<file path="src/rtl/mme_ho_ctrl.sv">
// MME-side handover controller: round-robin arbitration of BS handover requests,
// prepare/ack handshake with the target BS, then serving-BS retarget and source release.
module mme_ho_ctrl #(
   parameter int unsigned TIMEOUT = 8,
   parameter int unsigned INIT_BS = 0
) (
   input  logic       clk,
   input  logic       reset,
   input  logic [2:0] ho_req,
   input  logic [5:0] ho_tgt,
   output logic [2:0] ho_gnt,
   output logic [2:0] prep_req,
   input  logic [2:0] prep_ack,
   output logic [2:0] rel_req,
   output logic [1:0] sv_target,
   output logic       ho_done,
   output logic       ho_fail,
   output logic       busy
);

   localparam logic [7:0] TimeoutLim = 8'(TIMEOUT);
   localparam logic [1:0] InitBs     = 2'(INIT_BS);

   typedef enum logic [2:0] {StIdle, StCheck, StPrep, StSwitch, StRel} state_t;

   state_t     state_q;
   logic [1:0] ptr_q;
   logic [1:0] src_q;
   logic [1:0] tgt_q;
   logic [7:0] timer_q;

   logic       win_valid;
   logic [1:0] win;
   logic [1:0] idx;
   logic [1:0] req_tgt;
   logic [7:0] timer_inc;
   logic       reject;
   logic       ack_hit;

   function automatic logic [1:0] mod3_add(input logic [1:0] a, input logic [1:0] b);
      logic [2:0] s;
      s = {1'b0, a} + {1'b0, b};
      return (s >= 3'd3) ? 2'(s - 3'd3) : s[1:0];
   endfunction

   function automatic logic [2:0] onehot(input logic [1:0] i);
      return 3'b001 << i;
   endfunction

   // First requester at or after the pointer, wrapping mod 3.
   always_comb begin
      win_valid = 1'b0;
      win       = 2'd0;
      idx       = 2'd0;
      for (int k = 0; k < 3; k++) begin
         idx = mod3_add(ptr_q, 2'(k));
         if (!win_valid && ho_req[idx]) begin
            win_valid = 1'b1;
            win       = idx;
         end
      end
   end

   always_comb begin
      req_tgt   = ho_tgt[{win, 1'b0} +: 2];
      timer_inc = timer_q + 8'd1;
      reject    = (tgt_q == 2'd3) || (tgt_q == src_q) || (src_q != sv_target);
      ack_hit   = |(prep_ack & onehot(tgt_q));
   end

   always_ff @(posedge clk) begin
      if (reset) begin
         state_q   <= StIdle;
         ptr_q     <= 2'd0;
         src_q     <= 2'd0;
         tgt_q     <= 2'd0;
         timer_q   <= 8'd0;
         ho_gnt    <= 3'b000;
         prep_req  <= 3'b000;
         rel_req   <= 3'b000;
         sv_target <= InitBs;
         ho_done   <= 1'b0;
         ho_fail   <= 1'b0;
         busy      <= 1'b0;
      end else begin
         ho_gnt  <= 3'b000;
         rel_req <= 3'b000;
         ho_done <= 1'b0;
         ho_fail <= 1'b0;
         unique case (state_q)
            StIdle: begin
               if (win_valid) begin
                  src_q   <= win;
                  tgt_q   <= req_tgt;
                  ho_gnt  <= onehot(win);
                  ptr_q   <= mod3_add(win, 2'd1);
                  state_q <= StCheck;
                  busy    <= 1'b1;
               end
            end
            StCheck: begin
               if (reject) begin
                  ho_fail <= 1'b1;
                  state_q <= StIdle;
                  busy    <= 1'b0;
               end else begin
                  prep_req <= onehot(tgt_q);
                  timer_q  <= 8'd0;
                  state_q  <= StPrep;
               end
            end
            StPrep: begin
               // Ack is tested before the limit so a last-cycle ack still succeeds.
               if (ack_hit) begin
                  prep_req <= 3'b000;
                  state_q  <= StSwitch;
               end else if (timer_inc >= TimeoutLim) begin
                  timer_q  <= timer_inc;
                  prep_req <= 3'b000;
                  ho_fail  <= 1'b1;
                  state_q  <= StIdle;
                  busy     <= 1'b0;
               end else begin
                  timer_q <= timer_inc;
               end
            end
            StSwitch: begin
               sv_target <= tgt_q;
               rel_req   <= onehot(src_q);
               ho_done   <= 1'b1;
               state_q   <= StRel;
            end
            StRel: begin
               state_q <= StIdle;
               busy    <= 1'b0;
            end
            default: begin
               prep_req <= 3'b000;
               state_q  <= StIdle;
               busy     <= 1'b0;
            end
         endcase
      end
   end

endmodule

</file>
<file path="config.mk">
export PLATFORM = sky130hd
export DESIGN_NAME = mme_ho_ctrl
export DESIGN_NICKNAME = d
export VERILOG_FILES = /design/src/rtl/mme_ho_ctrl.sv
export SDC_FILE = /design/constraint.sdc
export NUM_CORES = 1
export LEC_CHECK = 0
export BUFFER_PORTS_ARGS = -buffer_cell sky130_fd_sc_hd__buf_2
export CORE_MARGIN = 4
export CORE_UTILIZATION = 55
export DETAILED_ROUTE_END_ITERATION = 7
export PLACE_DENSITY = 0.77
export SYNTH_ARGS = -nofsm -noshare
export SYNTH_HDL_FRONTEND = slang
export SYNTH_SLANG_ARGS = --single-unit
</file>
<file path="constraint.sdc">
create_clock -name clk -period 2.25 [get_ports clk]
set_input_delay 0.1125 -clock clk [delete_from_list [all_inputs] [get_ports clk]]
set_output_delay 0.1125 -clock clk [all_outputs]
set_load 0.005 [all_outputs]
</file>
Word-level counts from Yosys, hierarchy flattened
Index checks and enable logic that the tools add are counted.
{"block": "totals", "register_bits": 31, "in_bits": 14, "output_inout_bits": 14, "elab_cells": 104}
{"block": "op_classes", "addsub": 8, "magnitude_cmp": 8, "eq_ne": 13, "shifts": 4, "mux": 37, "n_bitwise": 5, "n_reduce_logical": 17}
{"cell": "$mux W2", "n": 8}
{"cell": "$mux W8", "n": 2}
{"cell": "$pmux W8 S2", "n": 1}
{"cell": "$mux W3", "n": 5}
{"cell": "$mux W1", "n": 14}
{"cell": "$pmux W3 S4", "n": 1}
{"cell": "$ne A2 B2 Y1 const B", "n": 5}
{"cell": "$ge A3 B2 Y1 const B", "n": 3}
{"cell": "$lt A2 B3 Y1 const B", "n": 3}
{"cell": "$pmux W3 S3", "n": 1}
{"cell": "$reduce_or A3 Y1", "n": 3}
{"cell": "$shl A1 B2 Y3 const A", "n": 3}
{"cell": "$add A8 B1 Y8 const B", "n": 1}
{"cell": "$ge A8 B4 Y1 const B", "n": 1}
{"cell": "$sub A2 B2 Y2 const B", "n": 4}
{"cell": "$add A2 B1 Y3 const B", "n": 2}
{"cell": "$bmux W1 S2", "n": 3}
{"cell": "$eq A3 B2 Y1 const B", "n": 2}
{"cell": "$reduce_and A3 Y1", "n": 2}
{"cell": "$shiftx A6 B4 Y2", "n": 1}
{"cell": "$reduce_and A5 Y1", "n": 1}
{"cell": "$not A1 Y1", "n": 4}
{"cell": "$pmux W1 S4", "n": 1}
{"cell": "$reduce_and A2 Y1", "n": 2}
{"cell": "other kinds (16)", "n": 19}

Logic depth before layout (Yosys ltp)
{"block": "logic_depth", "depth_word": 14, "depth_mapped": 10, "ltp_nobuf": 8}

Worst setup path before layout
Ideal clock, no wire load.
{"block": "synth_path", "path_kind": "register to register", "startpoint": "register ptr_q[0]", "endpoint": "register ptr_q[0]", "setup_time_ns": 0.128, "arrival_ns": 1.856, "required_ns": 2.122, "slack_ns": 0.266, "stages_incl_launch_ff": 11, "path_buffers": 2, "period_less_slack_ns": 1.984, "cell_sequence": "dfxtp_1 > inv_1 > ha_1 > buf_2 > nor3b_1 > o21ai_0 > a21o_1 > clkbuf_1 > ha_1 > mux2i_1 > nor2_1"}
{"block": "synth_between", "elab_chain_cells": 14, "elab_cells_between_ends": 32, "cone_classes": "add/sub: 7; order compare: 4; mux: 16; reduce/logical: 5"}
{"item": "start, declared", "line_no": "27", "text": "logic [1:0] ptr_q;"}
{"item": "start signal, assigned", "line_no": "96", "text": "ptr_q <= mod3_add(win, 2'd1);"}
{"item": "branches (longest 14 deep; another with $add A2 B1 Y3)"}
Several ways; the timed one is not identified. The select of a mux whose other input is x is not followed.
A chain may end at the register's enable or synchronous reset.

Final worst setup path
Same ends and word-level chain as after synthesis.

==> impl_metrics.tcl <==
set metrics [dict create \
    max_clock_freq_ghz 0.487 \
    critPathLaunchType "register" \
    cts_tree "built" \
    drive_gt1_frac 0.215 \
    power_frac_comb 0.460 \
    synthDistinctLibCells 50 \
    peakVddDrop_mv 0.338 \
    swShare 0.395 \
    leakage_nw 0.882 \
    synth_seq_cells 31 \
    grt_start_max_net_pins 22 \
    clock-sinks 31 \
    min-delay-path-class "input pin to register" \
    synth_ff_type "dfxtp_1" \
    portBuffers 27 \
    dieHeight_um 64.2 \
    syn_area_per_cell_um2 8.36 \
    p_seq_frac 0.373 \
    syn-cell-area_um2 1740 \
    synth_edf_count 0 \
    syn_inst 208 \
    ctsHtreeMaxLevel 2 \
    worst_pin_slew_ns 0.465 \
    crit_fanout 7 \
    power_density_nw_per_um2 1020 \
    status "finished, final reports clean" \
    diodes 0 \
    clock_path_buffers 2 \
    start_util 0.574 \
    cts-root-buf "clkbuf_4" \
    critPathKind "register to register" \
    fin_crit_ns 2.05 \
    routabilityCongestion 0.807 \
    pin_count 28 \
    rsz0062_at_grt "no" \
    fin_worst_skew_ns 0.0128 \
    async_reset_ff_frac 0 \
    final_common_cell "dfxtp_1" \
    maxCapViolations 0 \
    finalSetupTns_ns 0 \
    gr-total-overflow 0 \
    hold_buffers 0 \
    synthesis.nets 227 \
    drt-vias-per-instance 5.46 \
    finalNonFillerCells 281 \
    p_total_mw 2.02 \
    drt_iter0_markers 53 \
    place_inst 273 \
    track_usage 0.198 \
    timing.final.crit_share 0.913 \
    yosysWarnings 0 \
    die_area_um2 4130 \
    relSlewSlack 0.686 \
    antenna_found_initial 0 \
    area_growth_pct 14.0 \
    num_rows 20 \
    grt_pass1_wl_mm 6.51 \
    routed_wire_length_per_instance_um 13.1 \
    grt_pass1_vias 1520 \
    p_int_mw 1.22 \
    setup_violations 0 \
    worstPathRequired_ns 2.48 \
    slew_violations 0 \
    dp_hpwl_mm 2.69 \
    end_kind "register" \
    p_sw_mw 0.799 \
    clk_pin_slew_ns 0.10 \
    wl_mm 3.69 \
    drc 0 \
    vias 1534 \
    ys_seq_area_frac 0.357 \
    ant_nets 0 \
    layout.nets 256 \
    clock_latency_ns 0.34 \
    clkPwrFrac 0.166 \
    core_region_area_um2 3030 \
    numCtsBuffers 5 \
    reg2reg_slack_ns 0.20 \
    fp.dieW_um 64.2 \
    hold_viol 0 \
    cp.arrival_ns 2.28 \
    drt_first_pass_iters 4 \
    final_cell_mix "31 x dfxtp_1, 27 x buf_2, 26 x nor2_1" \
]
[final timing paths]
path,start,endpoint,cells after the start
worst max-delay path,ptr_q[0],ptr_q[0],8
worst min-delay path,reset,ptr_q[1],2
worst max register to register,ptr_q[0],ptr_q[0],8
worst min register to register,prep_req[1],prep_req[1],1
[cell families (layout without fill, tap and decap cells)]
group,Yosys count,in the layout,synth area share
mux,10,10,0.0576
compound gates,50,50,0.210
flops,31,31,0.357
simple gates,88,88,0.265
buf+inv,19,48,0.0482
fa+ha+maj,6,6,0.0417
xor+xnor,4,4,0.0201
[repair_timing]
item                                    4_1_cts  5_1_grt
endpoints found under the setup margin        0        6
setup buffers                                 0        1
gates resized for setup                       0        2
[cell type report]
cell class                      count  area (um^2)
Tap cell                           44         55.1
Clock inverter                      1         5.00
Multi-Input combinational cell    158         1040
Sequential cell                    31          621
Fill cell                         282         1040
Clock buffer                        6         51.3
Timing Repair Buffer               33          180
Inverter                            8         30.0
[per-layer routing]
metal | GRT usage | vias to the layer above | part of all wire
li1 | - | 796 | -
met1 | 0.235 | 711 | 0.47
met2 | 0.335 | 20 | 0.48
met3 | 0.0545 | 7 | 0.034
met4 | 0.0818 | 0 | 0.018
met5 | 0 | - | 0
[synth_stat cells, types with 3 or more instances]
master     n  share of area
xnor2_1    3          0.015
and3_1     3          0.011
dfxtp_1   31           0.36
nor3_1     5          0.014
nand3b_1   4          0.017
o21ai_0    8          0.023
a211o_1    3          0.015
nor2_1    26          0.056
ha_1       5          0.036
nor2b_1    5          0.018
nor3b_1    5          0.022
buf_2      4          0.012
inv_1      8          0.017
nand2_1   17          0.037
mux2i_1   10          0.058
or3_1      3          0.011
clkbuf_1   4         0.0086
nand3_1    8          0.023
a21oi_1   15          0.043
[power by group through the flow]
stage | logic (mW) | clock network (mW) | registers [mW]
final | 0.931 | 0.336 | 0.755
after global routing | 1.05 | 0.367 | 0.770
after CTS | 0.911 | 0.346 | 0.753
after detailed placement | 0.908 | 0 | 0.766
after global placement | 0.896 | 0 | 0.764
after floorplan | 0.720 | 0 | 0.726
[flip-flops by register name, summed over array words and instances, names as in the netlist]
signal	cells
busy	1
ho_fail	1
prep_req	3
ho_done	1
state_q	3
ptr_q	2
timer_q	8
sv_target	2
rel_req	3
tgt_q	2
ho_gnt	3
src_q	2
[metrics by stage]
step                      area (um^2)  setup slack, ns  hold slack (ns)  utilization
after floorplan                  1740            0.266            0.327            -
after global placement           1910            0.236            0.457        0.632
after detailed placement         1910            0.145            0.460        0.632
after CTS                        1970            0.128            0.152        0.650
after global routing             1980           0.0129            0.170        0.655
final                            1980            0.197            0.159        0.655
[critical path, stage by stage, from the launching register on]
cell and delay (ns):
dfxtp_1 0.37, inv_1 0.05, ha_1 0.31, maj3_1 0.36, a2bb2oi_1 0.23, nand3_2 0.19
buf_4 0.22, mux2i_1 0.14, nor2_1 0.06
Note: power is estimated with default switching activity, not from simulation.
